[src/rtl/seq_monitor.sv]
// seq_monitor: checks that NUM_EVT event strobes arrive in order, with an
// optional per-step inter-event timeout.
//
// Ports:
//   clk          rising-edge clock
//   rst_n        asynchronous active-low reset
//   clr          synchronous clear back to IDLE; beats every other transition
//   evt          event strobes; evt[k] is the k-th expected event
//   timeout_val  maximum idle WAIT cycles between events; 0 disables the timeout
//   done         high while in DONE
//   err          high while in ERROR
//   err_code     0 none, 1 order, 2 timeout
//   state_out    IDLE=0, WAIT=1, DONE=2, ERROR=3
//   step_out     index of the next expected event
//
// Build option: define SEQ_MONITOR_AUTO_REARM_EN to make DONE a one-cycle
// pulse that returns to IDLE. Without it, DONE holds until clr or reset.
module seq_monitor #(
    parameter int NUM_EVT   = 4,
    parameter int TIMEOUT_W = 8,
    localparam int IDX_W    = ($clog2(NUM_EVT) < 1) ? 1 : $clog2(NUM_EVT)
) (
    input  logic                 clk,
    input  logic                 rst_n,
    input  logic                 clr,
    input  logic [NUM_EVT-1:0]   evt,
    input  logic [TIMEOUT_W-1:0] timeout_val,
    output logic                 done,
    output logic                 err,
    output logic [1:0]           err_code,
    output logic [1:0]           state_out,
    output logic [IDX_W-1:0]     step_out
);

    typedef enum logic [1:0] {
        S_IDLE  = 2'd0,
        S_WAIT  = 2'd1,
        S_DONE  = 2'd2,
        S_ERROR = 2'd3
    } state_t;

    localparam logic [1:0] E_NONE  = 2'd0;
    localparam logic [1:0] E_ORDER = 2'd1;
    localparam logic [1:0] E_TMO   = 2'd2;

    localparam logic [IDX_W-1:0] LAST = IDX_W'(NUM_EVT - 1);

    state_t               state, state_n;
    logic [IDX_W-1:0]     step, step_n;
    logic [TIMEOUT_W-1:0] count, count_n;
    logic [1:0]           code, code_n;

    logic ord_err;
    logic adv;
    logic tmo;

    // In IDLE step is 0, so the same comparison covers both
    // "any evt[j>0]" in IDLE and "any evt[j>k]" in WAIT.
    always_comb begin
        ord_err = 1'b0;
        adv     = 1'b0;
        for (int j = 0; j < NUM_EVT; j++) begin
            if (evt[j] && (j > int'(step))) ord_err = 1'b1;
            if (evt[j] && (j == int'(step))) adv = 1'b1;
        end
    end

    // Expiry on the cycle whose count is one short of the limit, so the
    // error lands after exactly timeout_val idle WAIT cycles.
    assign tmo = (timeout_val != '0) &&
                 (count == timeout_val - TIMEOUT_W'(1));

    always_ff @(posedge clk or negedge rst_n) begin
        if (!rst_n) begin
            state <= S_IDLE;
            step  <= '0;
            count <= '0;
            code  <= E_NONE;
        end else begin
            state <= state_n;
            step  <= step_n;
            count <= count_n;
            code  <= code_n;
        end
    end

    always_comb begin
        state_n = state;
        step_n  = step;
        count_n = count;
        code_n  = code;
        if (clr) begin
            state_n = S_IDLE;
            step_n  = '0;
            count_n = '0;
            code_n  = E_NONE;
        end else begin
            unique case (state)
                S_IDLE: begin
                    if (ord_err) begin
                        state_n = S_ERROR;
                        code_n  = E_ORDER;
                    end else if (adv) begin
                        state_n = S_WAIT;
                        step_n  = IDX_W'(1);
                        count_n = '0;
                    end
                end
                S_WAIT: begin
                    if (ord_err) begin
                        state_n = S_ERROR;
                        code_n  = E_ORDER;
                    end else if (adv) begin
                        if (step == LAST) begin
                            state_n = S_DONE;
                        end else begin
                            step_n  = step + IDX_W'(1);
                            count_n = '0;
                        end
                    end else if (tmo) begin
                        state_n = S_ERROR;
                        code_n  = E_TMO;
                    end else if (count != '1) begin
                        count_n = count + TIMEOUT_W'(1);
                    end
                end
                S_DONE: begin
`ifdef SEQ_MONITOR_AUTO_REARM_EN
                    state_n = S_IDLE;
                    step_n  = '0;
                    count_n = '0;
`else
                    state_n = S_DONE;
`endif
                end
                S_ERROR: begin
                    state_n = S_ERROR;
                end
                default: begin
                    state_n = S_IDLE;
                end
            endcase
        end
    end

    always_comb begin
        done      = (state == S_DONE);
        err       = (state == S_ERROR);
        err_code  = code;
        state_out = state;
        step_out  = step;
    end

endmodule

[config.mk]
export PLATFORM = sky130hd
export DESIGN_NAME = seq_monitor
export DESIGN_NICKNAME = d
export VERILOG_FILES = /design/src/rtl/seq_monitor.sv
export SDC_FILE = /design/constraint.sdc
export NUM_CORES = 1
export LEC_CHECK = 0
export BUFFER_PORTS_ARGS = -buffer_cell sky130_fd_sc_hd__clkbuf_2
export CAP_MARGIN = 5
export CORE_UTILIZATION = 59
export DETAILED_ROUTE_END_ITERATION = 12
export PLACE_DENSITY_LB_ADDON = 0.3
export SYNTH_ARGS = -nofsm -noshare
export SYNTH_HDL_FRONTEND = slang
export SYNTH_SLANG_ARGS = --single-unit
export TNS_END_PERCENT = 100
[constraint.sdc]
create_clock -name clk -period 7.53 [get_ports clk]
set_clock_uncertainty 0.2 [all_clocks]
set_input_delay 0.753 -clock clk [delete_from_list [all_inputs] [get_ports clk]]
set_output_delay 0.753 -clock clk [all_outputs]
set_load 0.01 [all_outputs]
# [Word level (Yosys, flattened, before mapping)]
# Index checks and enable logic that the tools add are counted.
[totals] input_bits=15 elab_cells=85 output_inout_bits=8 reg_bits=14
[op_classes] reduce_logical=16 addsub=3 magnitude_cmp=3 eq_ne=23 muxes=36
[ops] operator="2-to-1 mux 8 bit" count=8
[ops] operator="2-to-1 mux 2 bit" count=17
[ops] operator="inequality test 4 bit, second input constant" count=6
[ops] operator="inequality test 3 bit, second input constant" count=6
[ops] operator="one-hot mux 8 bit (2 select lines)" count=1
[ops] operator="inequality test 5 bit, second input constant" count=2
[ops] operator="adder 8 x 1 -> 8 bit, second input constant" count=1
[ops] operator="== test 8 bit" count=1
[ops] operator="logical AND 1 bit" count=8
[ops] operator="inequality test 8 bit, second input constant" count=1
[ops] operator="one-hot mux 2 bit (2 select lines)" count=2
[ops] operator="one-hot mux 2 bit (4 select lines)" count=1
[ops] operator="nonzero test 8 bit" count=1
[ops] operator="subtractor 8 x 1 -> 8 bit, second input constant" count=1
[ops] operator="2-to-1 mux 1 bit" count=7
[ops] operator="AND reduction 7 bit" count=1
[ops] operator="== test 2 bit, second input constant" count=3
[ops] operator="AND reduction 6 bit" count=1
[ops] operator="== test 2 bit, first input constant" count=2
[ops] operator="greater-than comparator 2 bit, first input constant" count=2
[ops] operator="zero test 2 bit" count=2
[ops] operator="AND reduction 4 bit" count=1
[ops] operator="AND reduction 3 bit" count=1
[ops] operator="nonzero test 3 bit" count=1
[ops] operator="4 further kinds" count=4

# [Depth between registers and ports, before layout]
[logic_depth] word_depth=10 depth_mapped=10 ltp_nobuf=9

# [Worst setup path after synthesis]
# Ideal clock, no wire load.
[synth_path] kind="input-to-reg" start="input timeout_val[0]" end="register count[3]" setup_time_ns=0.078 setup_slack_ns=4.798 t_arrival_ns=2.454 cell_stages=10 required_time_ns=7.252 cell_sequence="inv_1 > ha_1 > buf_2 > xnor2_1 > and4b_1 > a41oi_1 > and2_0 > nor2_2 > or4_1 > a21oi_1"
[synth_between] elab_chain_cells=5 elab_cells_between_ends=6 cone_classes="add/sub: 1; eq/ne: 2; reduce/logical: 3"
[synth_lines] item="start: declaration" line="27" source="input logic [TIMEOUT_W-1:0] timeout_val,"
[synth_lines] item="subtractor 8 x 1 -> 8 bit" line="71" source="(count == timeout_val - TIMEOUT_W'(1));"
[synth_lines] item="== test 8 bit" line="71"
[synth_lines] item="logical AND 1 bit *" line="70" source="assign tmo = (timeout_val != '0) &&"
[synth_lines] item="inequality test 4 bit (no line) *"
[synth_lines] item="AND reduction 7 bit (no line) *"
[synth_lines] item="end signal: assignment" line="82" source="count <= count_n;"
[synth_lines] item="end: declaration" line="50" source="logic [TIMEOUT_W-1:0] count, count_n;"
# Mark *: on every way between the ends. The rest lies on a longest branch, timed or not.
# A chain may end at the register's enable or synchronous reset.

# [Worst setup path after layout]
[layout_path] start="register step[0], in the netlist step_out[0]" end="register count[1]"
[layout_between] elab_chain_cells=10 elab_cells_between_ends=33 cone_classes="order compare: 3; eq/ne: 10; mux: 11; reduce/logical: 9"
[layout_lines] item="start: declaration" line="49" source="logic [IDX_W-1:0] step, step_n;"
[layout_lines] item="start signal: assignment" line="81" source="step <= step_n;"
[layout_lines] item="zero test 2 bit" line="64" source="if (evt[j] && (j == int'(step))) adv = 1'b1;"
[layout_lines] item="logical AND 1 bit" line="64"
[layout_lines] item="2-to-1 mux 1 bit (4 in series)" line="64"
[layout_lines] item="2-to-1 mux 8 bit" line="113" source="end else if (adv) begin"
[layout_lines] item="2-to-1 mux 8 bit" line="110" source="if (ord_err) begin"
[layout_lines] item="one-hot mux 8 bit (2 select lines)" line="98" source="unique case (state)"
[layout_lines] item="2-to-1 mux 8 bit" line="92" source="if (clr) begin"
# Several ways; a longest one is shown, not always the timed one. The select of a mux whose other input is x is not followed.

==> results.cfg <==
[outcome]
status = complete, no violations

[critical_path]
crit_cells = 9
cp_max_fo = 10
cp.required_ps = 7570
reg2reg_from = step_out[0]$_DFFE_PN0P_
startpoint_type = register
crit_buf_inv = 1
critical_path_class = register to register
cpPeakStageDelay_ps = 520
arrival_ps = 2850
slowest_stage = a222oi_1
critPathCaptureType = register
worstRegToRegCells = 9
path_cells = inv_1, ha_1, a222oi_1, nand2_2, or2_4, a31oi_4, nor2_2, a21oi_2, a32o_1
critical-path-top-delay-family = compound AO/OA/AOI/OAI gates
cp-startpoint = step_out[0]$_DFFE_PN0P_

[die]
core-area_sq_mm = 0.002002
num_io_pins = 23
num_rows = 16
die_w_microns = 48.53
die_h_microns = 48.53
die_area_sq_mm = 0.002355
start_util_pct = 63.81

[logic_synthesis]
yosys_warnings = 0
syn_area_per_cell_sq_um = 8.996
yosysSeqAreaShare_pct = 27.42
synthArstFlopShare_pct = 100.0
synth_nets = 163
syn_area_sq_mm = 0.001277
syn_inst = 142
ys_ff_latch = 14
synth.distinct_cells = 58
synth-edff-count = 0
synth-main-ff-cell = dfrtp_1

[pwr]
p_sw_w = 0.00006585
netSwitchingFraction_pct = 33.83
peakVddDrop_mv = 0.09945
sequentialPowerShare_pct = 42.5
pwr-share-comb_pct = 27.8
p_leak_nw = 0.6210
clkPwrFrac_pct = 29.6
internal_power_w = 0.0001288
power_density_mw_per_mm2 = 137.2

[finish]
nNetsFinal = 187
diodes = 0
areaGrowthSynthToFinish_pct = 11.07
fillCellCount = 159
instances_no_fill = 192
stdcell_area_sq_mm = 0.001419
drive_above_1_share_pct = 26.06

[placement]
gp_congestion = 0.8570
dpl.hpwl_microns = 2265
dpl_cell_area_sq_mm = 0.001383
dp.cells = 188
portBuffers = 22

[timing]
rsz0062_at_grt = no
finalCritPeriodShare_pct = 37.42
worst_slew_pin_slew_ps = 522.3
fin_setup_tns_ps = 0
fin_crit_ps = 2818
setup_viol = 0
timing.fmax_mhz = 354.9
hold_viol_final = 0
maxSlewViolCount = 0
slew_headroom_pct = 65.18
holdWs_ps = 154.2

[clock_network]
cts_buffers = 3
h-tree-depth = 1
post_cts_buffers = 0
clk_latency_ps = 300
clkTransAtPathRegs_ps = 90
cts_resized = 0
cts_root_buf = clkbuf_4
cts.path.max_buffers = 2
cts_sinks = 14
cts_tree = yes
hold_buffers = 0

[grt]
antenna_found_initial = 0
grt_max_degree = 15
grt-ovfl-total = 0
grt_pass1_vias = 1235
grt_usage_pct = 28.73
grt_pass1_wl_microns = 5313

[min_path]
hp-class = input pin to async pin

[routing]
dr.pass1.iters = 4
wire_per_inst_microns = 14.92
drc = 0
vias_per_cell = 6.208
drtIter0Drc = 22
drt_wl_total_microns = 2864
ant_nets = 0
via_count = 1192

[job]
max-cap-violations = 0
[area by class of cell]
class | count | area, sq um | area share (%)
repair buffers | 22 | 110.1 | 7.760
multi-input cells | 119 | 865.8 | 61.02
clock buffers | 4 | 36.28 | 2.557
inverters | 6 | 22.52 | 1.587
well taps | 27 | 33.78 | 2.381
flip-flops and latches | 14 | 350.3 | 24.69
[worst paths after layout]
kind,slack [ps],endpoint
max,4710,count[1]$_DFFE_PN0P_
min,150,state_out[1]$_DFFE_PN0P_
max reg2reg,4710,count[1]$_DFFE_PN0P_
min reg2reg,320,err_code[1]$_DFFE_PN0P_
max in group asynchronous,6700,count[2]$_DFFE_PN0P_
min in group clk,320,err_code[1]$_DFFE_PN0P_
[power by group through the flow]
| stage | sequential, W | combinational (W) | clock [W] |
|---|---|---|---|
| floorplan | 0.0000851 | 0.0000347 | 0 |
| finish | 0.0000828 | 0.0000541 | 0.0000577 |
| detailed placement | 0.0000843 | 0.0000541 | 0 |
| global route | 0.0000836 | 0.0000607 | 0.0000614 |
| CTS | 0.0000827 | 0.0000542 | 0.0000577 |
| global placement | 0.0000840 | 0.0000515 | 0 |
[cell usage after synthesis, drive strengths merged, types with 2 or more instances]
| library cell | number | share of area [%] |
|---|---|---|
| o211ai | 2 | 1.6 |
| or4 | 2 | 1.2 |
| a21oi | 7 | 3.3 |
| and2 | 2 | 0.98 |
| a211oi | 4 | 2.4 |
| inv | 6 | 1.8 |
| dfrtp | 14 | 27 |
| and4b | 2 | 1.9 |
| buf | 2 | 2.0 |
| nor3 | 8 | 3.9 |
| a31oi | 2 | 2.2 |
| nand2 | 12 | 3.7 |
| and3 | 2 | 0.98 |
| nor4 | 4 | 2.9 |
| ha | 6 | 5.9 |
| mux2i | 2 | 1.6 |
| nand3 | 9 | 3.9 |
| nand2b | 6 | 2.9 |
| xor2 | 6 | 4.7 |
| o21ai | 5 | 2.0 |
| xnor2 | 4 | 2.7 |
| nor2 | 12 | 3.9 |
[state kept, by name, summed over array words and instances, names as in the netlist]
register / flops
state_out: 2
step_out: 2
err_code: 2
count: 8
[cell usage in the layout, fill, tap and decap left out, types with 2 or more instances in the layout]
cell type	count
nor3_2	2
or4_1	2
a21oi_2	2
nor3_1	6
xnor2_1	4
dfrtp_1	14
clkbuf_4	3
nand2_1	11
o21ai_1	3
o21ai_0	2
clkbuf_2	22
and3_1	2
a21oi_1	5
a211oi_1	4
ha_1	6
xor2_1	5
inv_1	6
nand3_1	8
nor4_2	2
nand2b_1	6
nor2_1	10
mux2i_1	2
nor2_2	2
nor4_1	2
[per-layer routing]
layer	up-vias	share of wire, %	global-route usage [%]
met3	13	4.4	5.031
met4	0	4.1	15.69
met5	-	0	0
met1	547	44	34.19
met2	43	48	49.06
li1	589	-	-
[stage by stage]
| step | setup WS [ps] | utilization (%) | total power (W) |
|---|---|---|---|
| floorplan | 4798 | - | 0.0001198 |
| global placement | 4577 | 69.06 | 0.0001355 |
| detailed placement | 4482 | 69.06 | 0.0001383 |
| CTS | 4722 | 70.88 | 0.0001946 |
| global route | 4503 | 70.88 | 0.0002057 |
| finish | 4712 | 70.88 | 0.0001946 |
[kinds of logic after synthesis]
family	synth area share (%)
AND/OR/NAND/NOR	30.76
adder cells (fa/ha/maj)	5.876
multiplexers	1.567
XOR/XNOR	7.444
buffers and inverters	4.799
flip-flops	27.42
AO/OA/AOI/OAI	22.14
Power figures use the tool's default switching activity.
